<file path="src/rtl/alu_pkg.sv">
// Shared opcodes, action-word field positions and container widths for the
// 4-byte ALU lanes of the RMT action stage.
package alu_pkg;

  localparam int CONT_W16 = 16;
  localparam int CONT_W32 = 32;
  localparam int CONT_W48 = 48;

  localparam int OPC_HI = 24;
  localparam int OPC_LO = 21;
  localparam int IMM_HI = 15;
  localparam int IMM_LO = 0;

  localparam logic [3:0] OP_ADD   = 4'b0001;
  localparam logic [3:0] OP_SUB   = 4'b0010;
  localparam logic [3:0] OP_LOAD  = 4'b1000;
  localparam logic [3:0] OP_ADDI  = 4'b1001;
  localparam logic [3:0] OP_SUBI  = 4'b1010;
  localparam logic [3:0] OP_STORE = 4'b1011;
  localparam logic [3:0] OP_LOADD = 4'b1100;

  typedef enum logic {
    CLR_INIT = 1'b0,
    CLR_RUN  = 1'b1
  } clr_state_e;

endpackage

</file>
<file path="src/rtl/alu_4b_stateful_if.sv">
// Crossbar-side bundle of one 4B ALU lane: operands and action in, result
// container and status out.
interface alu_4b_stateful_if #(
  parameter int ACT_LEN = 25
);
  logic               alu_in_valid;
  logic [ACT_LEN-1:0] action_in;
  logic [31:0]        operand_1;
  logic [31:0]        operand_2;
  logic [31:0]        operand_3;
  logic               alu_ready;
  logic [31:0]        container_out;
  logic               container_out_valid;
  logic               drop_err;

  modport master (
    output alu_in_valid, action_in, operand_1, operand_2, operand_3,
    input  alu_ready, container_out, container_out_valid, drop_err
  );

  modport slave (
    input  alu_in_valid, action_in, operand_1, operand_2, operand_3,
    output alu_ready, container_out, container_out_valid, drop_err
  );
endinterface

</file>
<file path="src/rtl/alu_state_ram.sv">
// Per-lane stateful memory: simple dual-port, synchronous read-first, no reset
// (contents are zeroed by the owning lane's clear sweep).
module alu_state_ram #(
  parameter int ADDR_W = 4,
  parameter int DATA_W = 32
) (
  input  logic              clk,
  input  logic              wr_en,
  input  logic [ADDR_W-1:0] wr_addr,
  input  logic [DATA_W-1:0] wr_data,
  input  logic [ADDR_W-1:0] rd_addr,
  output logic [DATA_W-1:0] rd_data
);
  logic [DATA_W-1:0] mem [1 << ADDR_W];

  // Read and write on the same edge: the read returns the pre-write contents.
  always_ff @(posedge clk) begin
    if (wr_en) mem[wr_addr] <= wr_data;
    rd_data <= mem[rd_addr];
  end
endmodule

</file>
<file path="src/rtl/alu_4b_stateful.sv">
// One 4-byte ALU lane with a small stateful memory and a two-cycle result latency.
// Optional feature macro: STATEFUL_LOADD_EN enables the load-increment-store opcode.
module alu_4b_stateful
  import alu_pkg::*;
#(
  parameter int STAGE   = 0,
  parameter int ADDR_W  = 4,
  parameter int ACT_LEN = 25
) (
  input  logic             clk,
  input  logic             rst_n,
  alu_4b_stateful_if.slave bus
);
  localparam int DEPTH        = 1 << ADDR_W;
  localparam int stage_unused = STAGE;

  clr_state_e          state;
  logic [ADDR_W-1:0]   clr_addr;
  logic                alu_ready_r;
  logic                drop_err_r;

  logic [ACT_LEN-1:0]  action_w;
  logic [3:0]          opc_p0;
  logic [ADDR_W-1:0]   rd_addr_p0;
  logic                acc_p0;
  logic                unused_bits;

  logic                vld_p1;
  logic [3:0]          opc_p1;
  logic [CONT_W32-1:0] op1_p1;
  logic [CONT_W32-1:0] op2_p1;
  logic [CONT_W32-1:0] op3_p1;
  logic [ADDR_W-1:0]   addr_p1;
  logic                fwd_hit_p1;
  logic [CONT_W32-1:0] fwd_data_p1;
  logic [CONT_W32-1:0] ram_rd_p1;
  logic [CONT_W32-1:0] mem_val_p1;
  logic                op_wr_p1;
  logic [CONT_W32-1:0] op_wr_data_p1;
  logic [CONT_W32-1:0] res_p1;

  logic                wr_en;
  logic [ADDR_W-1:0]   wr_addr;
  logic [CONT_W32-1:0] wr_data;

  logic                vld_p2;
  logic [CONT_W32-1:0] container_p2;

  assign action_w    = bus.action_in;
  assign opc_p0      = action_w[OPC_HI:OPC_LO];
  assign rd_addr_p0  = bus.operand_2[ADDR_W-1:0];
  assign acc_p0      = bus.alu_in_valid && alu_ready_r;
  assign unused_bits = ^action_w;

  // Clear sweep after reset; ops arriving before it completes are dropped.
  always_ff @(posedge clk or negedge rst_n) begin
    if (!rst_n) begin
      state       <= CLR_INIT;
      clr_addr    <= '0;
      alu_ready_r <= 1'b0;
      drop_err_r  <= 1'b0;
    end else begin
      if (bus.alu_in_valid && !alu_ready_r) drop_err_r <= 1'b1;
      case (state)
        CLR_INIT: begin
          clr_addr <= clr_addr + 1'b1;
          if (clr_addr == ADDR_W'(DEPTH - 1)) begin
            state       <= CLR_RUN;
            alu_ready_r <= 1'b1;
          end
        end
        default: alu_ready_r <= 1'b1;
      endcase
    end
  end

  // ---- stage p0 -> p1: capture op, issue RAM read ----
  always_ff @(posedge clk or negedge rst_n) begin
    if (!rst_n) vld_p1 <= 1'b0;
    else        vld_p1 <= acc_p0;
  end

  always_ff @(posedge clk) begin
    if (acc_p0) begin
      opc_p1  <= opc_p0;
      op1_p1  <= bus.operand_1;
      op2_p1  <= bus.operand_2;
      op3_p1  <= bus.operand_3;
      addr_p1 <= rd_addr_p0;
    end
    // The RAM returns pre-write data when stage 2 writes the address being read.
    fwd_hit_p1  <= op_wr_p1 && (addr_p1 == rd_addr_p0);
    fwd_data_p1 <= op_wr_data_p1;
  end

  alu_state_ram #(
    .ADDR_W (ADDR_W),
    .DATA_W (CONT_W32)
  ) u_state_ram (
    .clk     (clk),
    .wr_en   (wr_en),
    .wr_addr (wr_addr),
    .wr_data (wr_data),
    .rd_addr (rd_addr_p0),
    .rd_data (ram_rd_p1)
  );

  // ---- stage p1 -> p2: compute, write back, register result ----
  assign mem_val_p1 = fwd_hit_p1 ? fwd_data_p1 : ram_rd_p1;

`ifdef STATEFUL_LOADD_EN
  logic [CONT_W32-1:0] inc_val_p1;
  assign inc_val_p1    = mem_val_p1 + 32'd1;
  assign op_wr_p1      = vld_p1 && ((opc_p1 == OP_STORE) || (opc_p1 == OP_LOADD));
  assign op_wr_data_p1 = (opc_p1 == OP_STORE) ? op1_p1 : inc_val_p1;
`else
  assign op_wr_p1      = vld_p1 && (opc_p1 == OP_STORE);
  assign op_wr_data_p1 = op1_p1;
`endif

  always_comb begin
    wr_en   = op_wr_p1;
    wr_addr = addr_p1;
    wr_data = op_wr_data_p1;
    if (state == CLR_INIT) begin
      wr_en   = 1'b1;
      wr_addr = clr_addr;
      wr_data = '0;
    end
  end

  always_comb begin
    res_p1 = op3_p1;
    case (opc_p1)
      OP_ADD, OP_ADDI: res_p1 = op1_p1 + op2_p1;
      OP_SUB, OP_SUBI: res_p1 = op1_p1 - op2_p1;
      OP_LOAD:         res_p1 = mem_val_p1;
`ifdef STATEFUL_LOADD_EN
      OP_LOADD:        res_p1 = inc_val_p1;
`endif
      default:         res_p1 = op3_p1;
    endcase
  end

  always_ff @(posedge clk or negedge rst_n) begin
    if (!rst_n) begin
      vld_p2       <= 1'b0;
      container_p2 <= '0;
    end else begin
      vld_p2 <= vld_p1;
      if (vld_p1) container_p2 <= res_p1;
    end
  end

  assign bus.container_out       = container_p2;
  assign bus.container_out_valid = vld_p2;
  assign bus.alu_ready           = alu_ready_r;
  assign bus.drop_err            = drop_err_r;

endmodule

</file>
<file path="src/flat_wrapper.sv">
// flat-port wrapper written by rule: the top's interface ports become plain ports
module alu_4b_stateful_flat import alu_pkg::*;
#(
  parameter int STAGE   = 0,
  parameter int ADDR_W  = 4,
  parameter int ACT_LEN = 25
)
  (clk, rst_n, bus_alu_in_valid, bus_action_in, bus_operand_1, bus_operand_2, bus_operand_3, bus_alu_ready, bus_container_out, bus_container_out_valid, bus_drop_err);
  alu_4b_stateful_if #(.ACT_LEN(ACT_LEN)) bus_i ();
  input  logic clk;
  input  logic rst_n;
  input wire logic [$bits(bus_i.alu_in_valid)-1:0] bus_alu_in_valid;
  input wire logic [$bits(bus_i.action_in)-1:0] bus_action_in;
  input wire logic [$bits(bus_i.operand_1)-1:0] bus_operand_1;
  input wire logic [$bits(bus_i.operand_2)-1:0] bus_operand_2;
  input wire logic [$bits(bus_i.operand_3)-1:0] bus_operand_3;
  output wire logic [$bits(bus_i.alu_ready)-1:0] bus_alu_ready;
  output wire logic [$bits(bus_i.container_out)-1:0] bus_container_out;
  output wire logic [$bits(bus_i.container_out_valid)-1:0] bus_container_out_valid;
  output wire logic [$bits(bus_i.drop_err)-1:0] bus_drop_err;
  assign bus_i.alu_in_valid = bus_alu_in_valid;
  assign bus_i.action_in = bus_action_in;
  assign bus_i.operand_1 = bus_operand_1;
  assign bus_i.operand_2 = bus_operand_2;
  assign bus_i.operand_3 = bus_operand_3;
  assign bus_alu_ready = bus_i.alu_ready;
  assign bus_container_out = bus_i.container_out;
  assign bus_container_out_valid = bus_i.container_out_valid;
  assign bus_drop_err = bus_i.drop_err;
  alu_4b_stateful #(.STAGE(STAGE), .ADDR_W(ADDR_W), .ACT_LEN(ACT_LEN)) u_core (.clk(clk), .rst_n(rst_n), .bus(bus_i));
endmodule
</file>
<file path="config.mk">
export PLATFORM = sky130hd
export DESIGN_NAME = alu_4b_stateful_flat
export DESIGN_NICKNAME = d
export VERILOG_FILES = /design/src/rtl/alu_pkg.sv /design/src/rtl/alu_4b_stateful_if.sv /design/src/rtl/alu_state_ram.sv /design/src/rtl/alu_4b_stateful.sv /design/src/flat_wrapper.sv
export SDC_FILE = /design/constraint.sdc
export NUM_CORES = 1
export LEC_CHECK = 0
export CAP_MARGIN = 20
export CORE_ASPECT_RATIO = 2
export CORE_MARGIN = 2
export CORE_UTILIZATION = 30
export DETAILED_ROUTE_END_ITERATION = 10
export GPL_TIMING_DRIVEN = 0
export HOLD_SLACK_MARGIN = 0.05
export SLEW_MARGIN = 20
export SYNTH_ARGS = -nofsm -noshare
export SYNTH_HDL_FRONTEND = slang
export SYNTH_SLANG_ARGS = --single-unit
export TNS_END_PERCENT = 1
</file>
<file path="constraint.sdc">
create_clock -name clk -period 5.04 [get_ports clk]
set_input_delay 0.504 -clock clk [delete_from_list [all_inputs] [get_ports clk]]
set_output_delay 0.504 -clock clk [all_outputs]
set_load 0.02 [all_outputs]
</file>
After elaboration in Yosys (flattened, before gate mapping)
Memories as Yosys holds them, arrays and structs flattened. A register that Yosys moved wholly into a read port is not among the register bits.
Index checks and enable logic that the tools add are counted.
{ "word_totals": {"latch_bits": 0, "mem_bits_rw": 512, "output_inout_bits": 35, "regBits": 178, "n_memories": 1, "wordCells": 45, "in_bits": 124, "rom_bits": 0} }
{ "memory_table": {"columns": ["memory", "depth", "word_bits", "rd", "rd_ports_with_merged_regs", "wr", "line_no", "source"], "rows": [
  ["u_core.u_state_ram.mem", 16, 32, 1, 1, 1, "alu_state_ram.sv:14", "logic [DATA_W-1:0] mem [1 << ADDR_W];"]
]} }
{ "classes": {"n_mul": 0, "add_sub_neg": 3, "n_reduce_logical": 8, "magnitude_cmp": 0, "n_div": 0, "muxes": 11, "n_bitwise": 0, "eq_ne": 8, "n_shift": 0} }
{ "ops": {"columns": ["operator", "n"], "rows": [
  ["$pmux 32 s3", 1],
  ["$mux 32", 2],
  ["$add 32x32->32", 1],
  ["$sub 32x32->32", 1],
  ["$eq 4x4->1 const B", 5],
  ["$mux 1", 7],
  ["$add 4x1->4 const B", 1],
  ["$eq 4x1->1 const B", 1],
  ["$eq 4x2->1 const B", 1],
  ["$eq 4x4->1", 1],
  ["$logic_and 1x1->1", 4],
  ["$mux 4", 1],
  ["$reduce_or 2->1", 2],
  ["$reduce_bool 2->1", 1],
  ["$logic_not 1->1", 1]
]} }

Longest topological paths before layout
Gate-level depths: netlist of run 1.
{ "depth": {"ltp_word": 5, "ltp_mapped": 19, "mapped_depth_nobuf": 19} }

Hierarchy
A second synthesis of run 1 with hierarchy kept.
{ "hier_totals": {"cells_unflattened": 1593, "area_unflattened_um2": 28476.1} }
{ "modules_own_cells": {"columns": ["mod", "n_inst", "area_per_inst_um2", "seq_area_each_um2", "cells_each"], "rows": [
  ["alu_state_ram", 1, 19854.0, 16015.4, 838],
  ["alu_4b_stateful", 1, 8622.0, 4689.5, 755]
]} }

Worst setup path after synthesis of run 1
OpenSTA, ideal clock, no wires.
{ "synth_timing": {"path_kind": "register -> register", "startpoint": "reg u_core.op2_p1[3]", "endpoint": "reg u_core.container_p2[29], in the netlist u_core.bus.container_out[29]", "setup_ns": 0.087, "n_path_buf": 2, "slack_ns": 1.023, "arrival_time_ns": 3.930, "required_time_ns": 4.953, "period_less_slack_ns": 4.017, "stages_incl_launch_ff": 20, "cell_sequence": "edfxtp_1 buf_6 or3_1 nor3_2 nand2b_1 or4_4 nor3b_4 nor2_1 xnor2_1 ha_1 clkbuf_1 a21o_1 a21o_1 a21oi_1 o21ai_0 a31oi_2 a21oi_1 o41ai_1 nand4_1 o211ai_1"} }
{ "synth_via": {"elab_chain_len": 2, "elab_cells_between_ends": 3, "cone_classes": "add/sub: 2; mux: 1"} }
{ "synth_rtl": {"columns": ["item", "line_no", "source"], "rows": [
  ["from (decl)", "alu_4b_stateful.sv:31", "logic [CONT_W32-1:0] op2_p1;"],
  ["from (signal assigned)", "alu_4b_stateful.sv:87", "op2_p1 <= bus.operand_2;"],
  ["$sub 32x32->32 or $add 32x32->32 (tied branches)", "alu_4b_stateful.sv:136, alu_4b_stateful.sv:135", null],
  ["$pmux 32 s3 *", "alu_4b_stateful.sv:134", "case (opc_p1)"],
  ["to (signal assigned)", "alu_4b_stateful.sv:151", "if (vld_p1) container_p2 <= res_p1;"],
  ["to (decl)", "alu_4b_stateful.sv:47", "logic [CONT_W32-1:0] container_p2;"]
]} }
Every way passes the cells marked *; elsewhere a longest branch is shown, timed or not.
A chain may end at the register's enable or synchronous reset.

Worst setup path in the final report of run 1
{ "layout_timing": {"startpoint": "reg u_core.opc_p1[0]", "endpoint": "reg u_core.container_p2[19], in the netlist u_core.bus.container_out[19]"} }
{ "layout_via": {"elab_chain_len": 3, "elab_cells_between_ends": 8, "cone_classes": "eq/ne: 5; mux: 1; reduce/logical: 2"} }
{ "layout_rtl": {"columns": ["item", "line_no", "source"], "rows": [
  ["from (decl)", "alu_4b_stateful.sv:29", "logic [3:0] opc_p1;"],
  ["from (signal assigned)", "alu_4b_stateful.sv:85", "opc_p1 <= opc_p0;"],
  ["$eq 4x2->1, or another cell as far along", "alu_4b_stateful.sv:134", null],
  ["$reduce_or 2->1", "alu_4b_stateful.sv:134", null],
  ["$pmux 32 s3 *", "alu_4b_stateful.sv:134", null]
]} }
Marked as above.

==> run_results.csv, run 1 <==
group,metric,value,unit
status,status,"complete, no violations",
power,p_leak,11.1,nW
setup_path,worst-path-buf-inv,2,
sta,relSlewSlack,24.0,%
clock_network,numCtsBuffers,57,
clock_network,root_buffer,"clkbuf_16",
detailed_routing,wirelength,78500,um
floorplan,start_util,30.3,%
job,cap_violations,0,
global_route,grt_pass1_wl,113000,um
detailed_routing,wl_met1,27000,um
sta,setup_viol,0,
clock_network,insertion_delay,0.65,ns
yosys,synth_warnings,0,
layout,instances_no_fill,3015,
layout,nFillCells,8626,
floorplan,core_area,93700,um2
yosys,synth.ff_latch_count,718,
yosys,async_flop_share,5.71,%
global_route,grt_usage,16.0,%
floorplan,pin_count,159,
yosys,synth_area,28400,um2
detailed_routing,highest_layer,"met5",
setup_path,slowest_delay,0.82,ns
detailed_routing,route.met3.wl,4630,um
layout,nets,1916,
sta,slew_violations,0,
sta,tns,0,ns
power,powerDensity,368,nW/um2
yosys,synthTopCellsByArea,"edfxtp_1, mux4_2, dfxtp_1",
setup_path,crit_start,"u_core.opc_p1[0]$_DFFE_PP_",
clock_network,htreeDepth,2,
yosys,synth_ff_type,"edfxtp_1",
layout,drive_above_1_share,19.0,%
min_path,worstHoldPathType,"input pin to async pin",
global_route,antenna_found_initial,18,
setup_path,required,5.55,ns
yosys,synth_cells,1519,
sta,worst_pin_slew,1.14,ns
floorplan,row_count,159,
sta,fmax,204,MHz
placement,gp_congestion,0.941,
detailed_routing,wl_met2,42200,um
yosys,ys_types,60,
floorplan,die_x,221,um
sta,rsz0062_at_grt,"no",
yosys,avgSynthCellArea,18.7,um2
yosys,ys_top_cells_by_count,"edfxtp_1, mux4_2, nor2_1",
layout,regArea,20700,um2
layout,area_delta_synth_final,21.1,%
yosys,synth_top_area_share,64.8,%
clock_network,numClockSinks,718,
detailed_routing,ant_nets,0,
setup_path,crit_path_max_fanout,10,
detailed_routing,wire_per_inst,26.0,um
placement,io_buffers,137,
setup_path,reg2reg_from,"u_core.opc_p1[0]$_DFFE_PP_",
layout,multi_input_area,7470,um2
yosys,yosysMostFrequentCell,"edfxtp_1",
detailed_routing,first_pass_iters,5,
setup_path,crit_path_start_kind,"register",
detailed_routing,vias,15300,
detailed_routing,drtIter0Drc,1434,
setup_path,endpoint_kind,"register",
global_route,grt_start_max_net_pins,49,
placement,placedCellCount,2898,
setup_path,cpMaxStageDelayCell,"clkbuf_1",
power,peakVddDrop,0.358,mV
detailed_routing,route.detailed.drc,0,
clock_network,path_clk_slew,0.07,ns
setup_path,path_cells,"nor2_1 -> nand2_1 -> clkbuf_1 -> nand2_1 -> o21ai_0 -> inv_1 -> ha_1 -> a21oi_1 -> o31ai_1 -> a221o_1 -> a31oi_1 -> nor4_1 -> a211oi_1 -> xor2_1 -> o21ai_0",
setup_path,critical_path_class,"register to register",
detailed_routing,avgViaCountPerCell,5.08,
sta,worst_clock_skew,0.0302,ns
setup_path,crit_family,"compound AO/OA/AOI/OAI gates",
global_route,overflow,0,
yosys,post-synth-top-area-cell,"edfxtp_1",
yosys,seq_area_frac_synth,73.0,%
global_route,grt_pass1_vias,16500,
clock_network,cts_tree,"built",
sta,period_share,97.3,%
sta,finalCriticalPeriod,4.90,ns
yosys,synth_edf_count,612,
sta,final-hold-violation-count,0,
floorplan,die_h,439,um
floorplan,dieArea,97200,um2
placement,dpl.hpwl,56300,um
clock_network,clockBufferDepth,3,
setup_path,cp.arrival,5.41,ns
yosys,syn_nets,1677,
## flip-flops by register name (all words and copies together), names as in the netlist, 4 cells and up
signal / count
u_core.op1_p1: 32
u_core.bus.container_out: 32
u_core.opc_p1: 4
u_core.fwd_data_p1: 32
u_core.u_state_ram.rd_data: 32
u_core.u_state_ram.mem: 512
u_core.op3_p1: 32
u_core.clr_addr: 4
u_core.op2_p1: 29
## stage by stage
stage          setup slack (ns)  util (%)  power (W)  hold slack (ns)  instance area [um2]
3_5_place_dp             -0.483      34.4    0.00790            0.420                32200
2_1_floorplan              1.02         -    0.00742            0.208                28400
5_1_grt                  0.0169      36.7     0.0130            0.315                34400
6_report                  0.137      36.7     0.0126            0.293                34400
3_3_place_gp             -0.454      33.3    0.00787            0.426                31200
4_1_cts                  0.0607      36.6     0.0127            0.279                34300
## where the power goes
part,internal [W],switching (W)
sequential,0.00658,0.0000962
combinational,0.000489,0.000622
clock,0.00269,0.00216
## placed cells by master, fill, tap and decap left out, types with 11 or more instances in the layout
cell type / netlist / final
a21o_1: 11 / 11
a21oi_1: 59 / 59
a221oi_1: 19 / 19
a31oi_1: 14 / 14
and2_1: 35 / 34
buf_16: 0 / 24
clkbuf_1: 56 / 63
clkbuf_16: 0 / 60
clkdlybuf4s50_1: 0 / 136
dfrtp_1: 41 / 41
dfxtp_1: 65 / 65
edfxtp_1: 612 / 612
ha_1: 33 / 33
inv_1: 13 / 12
mux2i_1: 34 / 34
mux4_2: 160 / 160
nand2_1: 33 / 33
nand2b_1: 13 / 12
nand3_1: 14 / 14
nor2_1: 91 / 75
nor2_4: 1 / 17
o21ai_0: 38 / 36
xnor2_1: 29 / 29
xor2_1: 38 / 38
## per-layer routing
metal	track usage [%]	vias up
met5	0	-
met4	8.62	32
met3	2.98	217
met2	30.1	609
met1	16.7	7894
li1	-	6560
## worst reg2reg max path: cells and delay by family, from the launching register on
family / cells / cell delay (ns)
AOI/OAI and AO/OA: 7 / 2.00
xor gates and xnor gates: 1 / 0.43
adders and majority gates: 1 / 0.28
buffers and inverters: 2 / 0.91
DFF: 1 / 0.43
and+or+nand+nor: 4 / 0.71
## cell families (layout without fill, tap and decap cells)
group / after synthesis / count (layout) / share of synthesized area (%)
DFF: 718 / 718 / 73.0
and+or+nand+nor: 227 / 227 / 4.01
muxes: 195 / 195 / 13.9
AOI/OAI and AO/OA: 190 / 190 / 4.25
buffers and inverters: 88 / 375 / 1.20
xor gates and xnor gates: 67 / 67 / 2.07
adders and majority gates: 34 / 34 / 1.53
other: 0 / 2 / 0
## cell type report
type | instances | area share (%)
inverters | 13 | 0.142
plain buffers | 75 | 0.885
clock inverters | 32 | 1.17
diodes | 2 | 0.0146
repair buffers | 180 | 6.69
well taps | 1207 | 4.40
clock buffers | 75 | 4.71
flip-flops and latches | 718 | 60.3
multi-input cells | 713 | 21.7
## final timing paths
path	endpoint	slack, ns	cells past startpoint
worst max-delay path	u_core.bus.container_out[19]$_DFFE_PN0P_	0.14	15
worst min-delay path	u_core.bus.container_out[24]$_DFFE_PN0P_	0.29	2
worst max register to register	u_core.bus.container_out[19]$_DFFE_PN0P_	0.14	15
worst min register to register	u_core.fwd_data_p1[28]$_DFF_P_	0.44	0
max in group asynchronous	u_core.bus.container_out[10]$_DFFE_PN0P_	4.25	3
min in group clk	u_core.op3_p1[15]$_DFFE_PP_	0.41	1
## repair_timing
action                                  in CTS  in global routing
pin swaps                                    0                  2
endpoints found under the setup margin       4                  6
hold endpoints to repair                    21                  0
hold buffers                                 1                  0
resized for setup                            4                  4
buffers inserted                             2                  4
Note: power is estimated with default switching activity, not from simulation.
==> run 2: changes to the inputs <==
- HOLD_SLACK_MARGIN: 0.05 -> default
==> results of run 2 <==
The final DEF is identical to that of run 1; final timing and power are the same.
==> run 3: changes to the inputs <==
- PLACE_DENSITY: default -> 0.42
==> run 3 against run 2 <==
Design area is 0.85% higher. Core utilization increased by 0.31 points. Combinational power up 5%. Critical path depth is 4 higher. First-iteration DRC count shrank 17%. Critical path type unchanged. Critical endpoint is now u_core.bus.container_out[29]$_DFFE_PN0P_. Largest cell class unchanged.
==> run_results.csv, run 3 (same netlist as run 1, synthesis figures left out) <==
group,metric,value,unit
layout,regArea,20700,um2
placement,placed_area,32400,um2
power,swShare,23.8,%
clock_network,clockBufferDepth,3,
setup_path,worst-path-buf-inv,1,
sta,fmax,209,MHz
layout,drive_above_1_share,19.8,%
setup_path,required,5.61,ns
sta,worst_pin_slew,1.09,ns
layout,instances_no_fill,3029,
setup_path,reg2reg_from,"u_core.addr_p1[0]$_DFFE_PP_",
setup_path,r2r_end,"u_core.bus.container_out[29]$_DFFE_PN0P_",
floorplan,start_util,30.3,%
job,cap_violations,0,
placement,dpl.hpwl,63700,um
floorplan,die_h,439,um
status,status,"complete, no violations",
sta,finalCriticalPeriod,4.80,ns
detailed_routing,wirelength,89600,um
layout,most-common-layout-cells,"edfxtp_1, mux4_2, clkdlybuf4s50_1",
layout,nFillCells,8700,
layout,area_delta_synth_final,22.2,%
detailed_routing,route.detailed.drc,0,
setup_path,critical_path_class,"register to register",
sta,rsz0062_at_grt,"no",
detailed_routing,vias,15200,
sta,period_share,95.2,%
sta,setup_viol,0,
detailed_routing,first_pass_iters,5,
setup_path,crit_top_cell,"a21oi_1",
layout,largest-register,"u_core.u_state_ram.mem",
detailed_routing,wire_per_inst,29.6,um
global_route,antenna_found_initial,6,
layout,multi_input_area,7500,um2
power,p_clk_share,39.6,%
setup_path,crit_path_start_kind,"register",
layout,nets,1924,
min_path,worstHoldPathType,"input pin to async pin",
setup_path,path_cells,"inv_1 -> ha_1 -> nand2b_1 -> nand2b_4 -> or4_4 -> nor3b_4 -> nand2_1 -> o21ai_1 -> xor2_1 -> ha_1 -> a21oi_1 -> a21oi_1 -> o21ai_0 -> nand2b_1 -> nand3_1 -> a21oi_1 -> o41ai_2 -> nand4_1 -> o211ai_1",
floorplan,pin_count,159,
setup_path,crit_family,"simple AND/OR/NAND/NOR gates",
floorplan,dieArea,97200,um2
clock_network,htreeDepth,3,
clock_network,numClockSinks,718,
layout,largest_register_ffs,512,
layout,fin_util,37.0,%
setup_path,crit_start,"u_core.addr_p1[0]$_DFFE_PP_",
layout,design_area,34600,um2
detailed_routing,drtIter0Drc,1191,
detailed_routing,ant_nets,0,
global_route,grt_pass1_wl,127000,um
setup_path,reg2reg_depth,19,
setup_path,cpMaxStageDelayCell,"or4_4",
setup_path,endpoint_kind,"register",
global_route,grt_pass1_vias,16800,
power,p_switching,0.00309,W
placement,gp_congestion,0.906,
clock_network,insertion_delay,0.65,ns
power,powerDensity,375,nW/um2
sta,worst_clock_skew,0.0243,ns
setup_path,regToRegSetupSlack,0.24,ns
sta,relSlewSlack,27.1,%
power,p_leak,11.3,nW
global_route,grt_start_max_net_pins,44,
global_route,grt_usage,18.6,%
clock_network,root_buffer,"clkbuf_16",
sta,final-hold-violation-count,0,
power,seqPwrFrac,51.4,%
power,peakVddDrop,0.372,mV
setup_path,cp.arrival,5.37,ns
floorplan,die_x,221,um
floorplan,row_count,159,
clock_network,path_clk_slew,0.07,ns
detailed_routing,avgViaCountPerCell,5.03,
sta,slew_violations,0,
setup_path,crit_path_max_fanout,5,
floorplan,core_area,93700,um2
clock_network,cts_tree,"built",
placement,io_buffers,137,
power,p_int,0.00991,W
setup_path,slowest_delay,0.53,ns
global_route,overflow,0,
power,comb_power_share,9.0,%
sta,timing.hold.ws,0.352,ns
clock_network,numCtsBuffers,67,
layout,final_common_cell,"edfxtp_1",
placement,placedCellCount,2900,
-- run 3: changes by cell type in the layout (fill, tap and decap cells not counted), sizes merged --
cell	delta
buf	-1
clkinv	+8
inv	-2
clkinvlp	-1
clkbuf	+14
diode	+1
bufinv	-5
-- run 3: power groups by stage --
stage / Sequential (W) / Combinational, W / Clock [W]
after floorplan: 0.00681 / 0.000609 / 0
after global placement: 0.00681 / 0.00114 / 0
after detailed placement: 0.00681 / 0.00116 / 0
after CTS: 0.00668 / 0.00118 / 0.00533
after global routing: 0.00669 / 0.00125 / 0.00551
final: 0.00668 / 0.00117 / 0.00515
-- run 3: worst reg2reg max path, delay by kind of cell, from the launching register on --
| kind | cells | cell delay (ns) |
|---|---|---|
| buf+inv | 1 | 0.16 |
| flops | 1 | 0.50 |
| fa+ha+maj | 2 | 0.51 |
| compound gates | 7 | 1.43 |
| simple gates | 8 | 1.91 |
| xor+xnor | 1 | 0.21 |
-- run 3: per-stage QoR --
step / power (W) / setup WS (ns) / setup TNS (ns)
6_report: 0.0130 / 0.244 / 0
5_1_grt: 0.0135 / 0.0298 / 0
4_1_cts: 0.0132 / 0.00562 / 0
3_5_place_dp: 0.00797 / -0.766 / -3.16
3_3_place_gp: 0.00795 / -0.754 / -263.28
2_1_floorplan: 0.00742 / 1.02 / 0
-- run 3: final cells by class --
type	instances	share of cell area, %
Sequential cell	718	59.8
Multi-Input combinational cell	713	21.7
Timing Repair Buffer	178	6.87
Clock buffer	90	5.50
Tap cell	1207	4.36
Buffer	75	0.899
Clock inverter	32	0.798
Inverter	13	0.141
Antenna cell	3	0.0217
-- run 3: per-layer routing --
layer,vias up,routed length [um],part of all wire [%],GRT usage [%]
met1,8119,32600,36,20.0
met4,0,3380,3.8,7.91
li1,6591,-,-,-
met3,119,3120,3.5,2.55
met2,410,50500,56,36.1
met5,-,0,0,0
-- run 3: timing repair --
action / 4_1_cts / 5_1_grt
pin swaps: 1 / 1
hold buffers: 1 / 0
setup buffers: 1 / 2
resized for setup: 6 / 9
endpoints found under the hold margin: 16 / 0
endpoints found under the setup margin: 8 / 9
-- run 3: how the worst max path moves through the flow --
stage	cells after the start	to	slack [ns]
6_report	19	u_core.bus.container_out[29]$_DFFE_PN0P_	0.24
5_1_grt	18	u_core.bus.container_out[30]$_DFFE_PN0P_	0.03
4_1_cts	18	u_core.bus.container_out[30]$_DFFE_PN0P_	0.006
3_5_place_dp	18	u_core.bus.container_out[30]$_DFFE_PN0P_	-0.77
3_3_place_gp	18	u_core.bus.container_out[30]$_DFFE_PN0P_	-0.75
2_1_floorplan	19	u_core.bus.container_out[29]$_DFFE_PN0P_	1.02
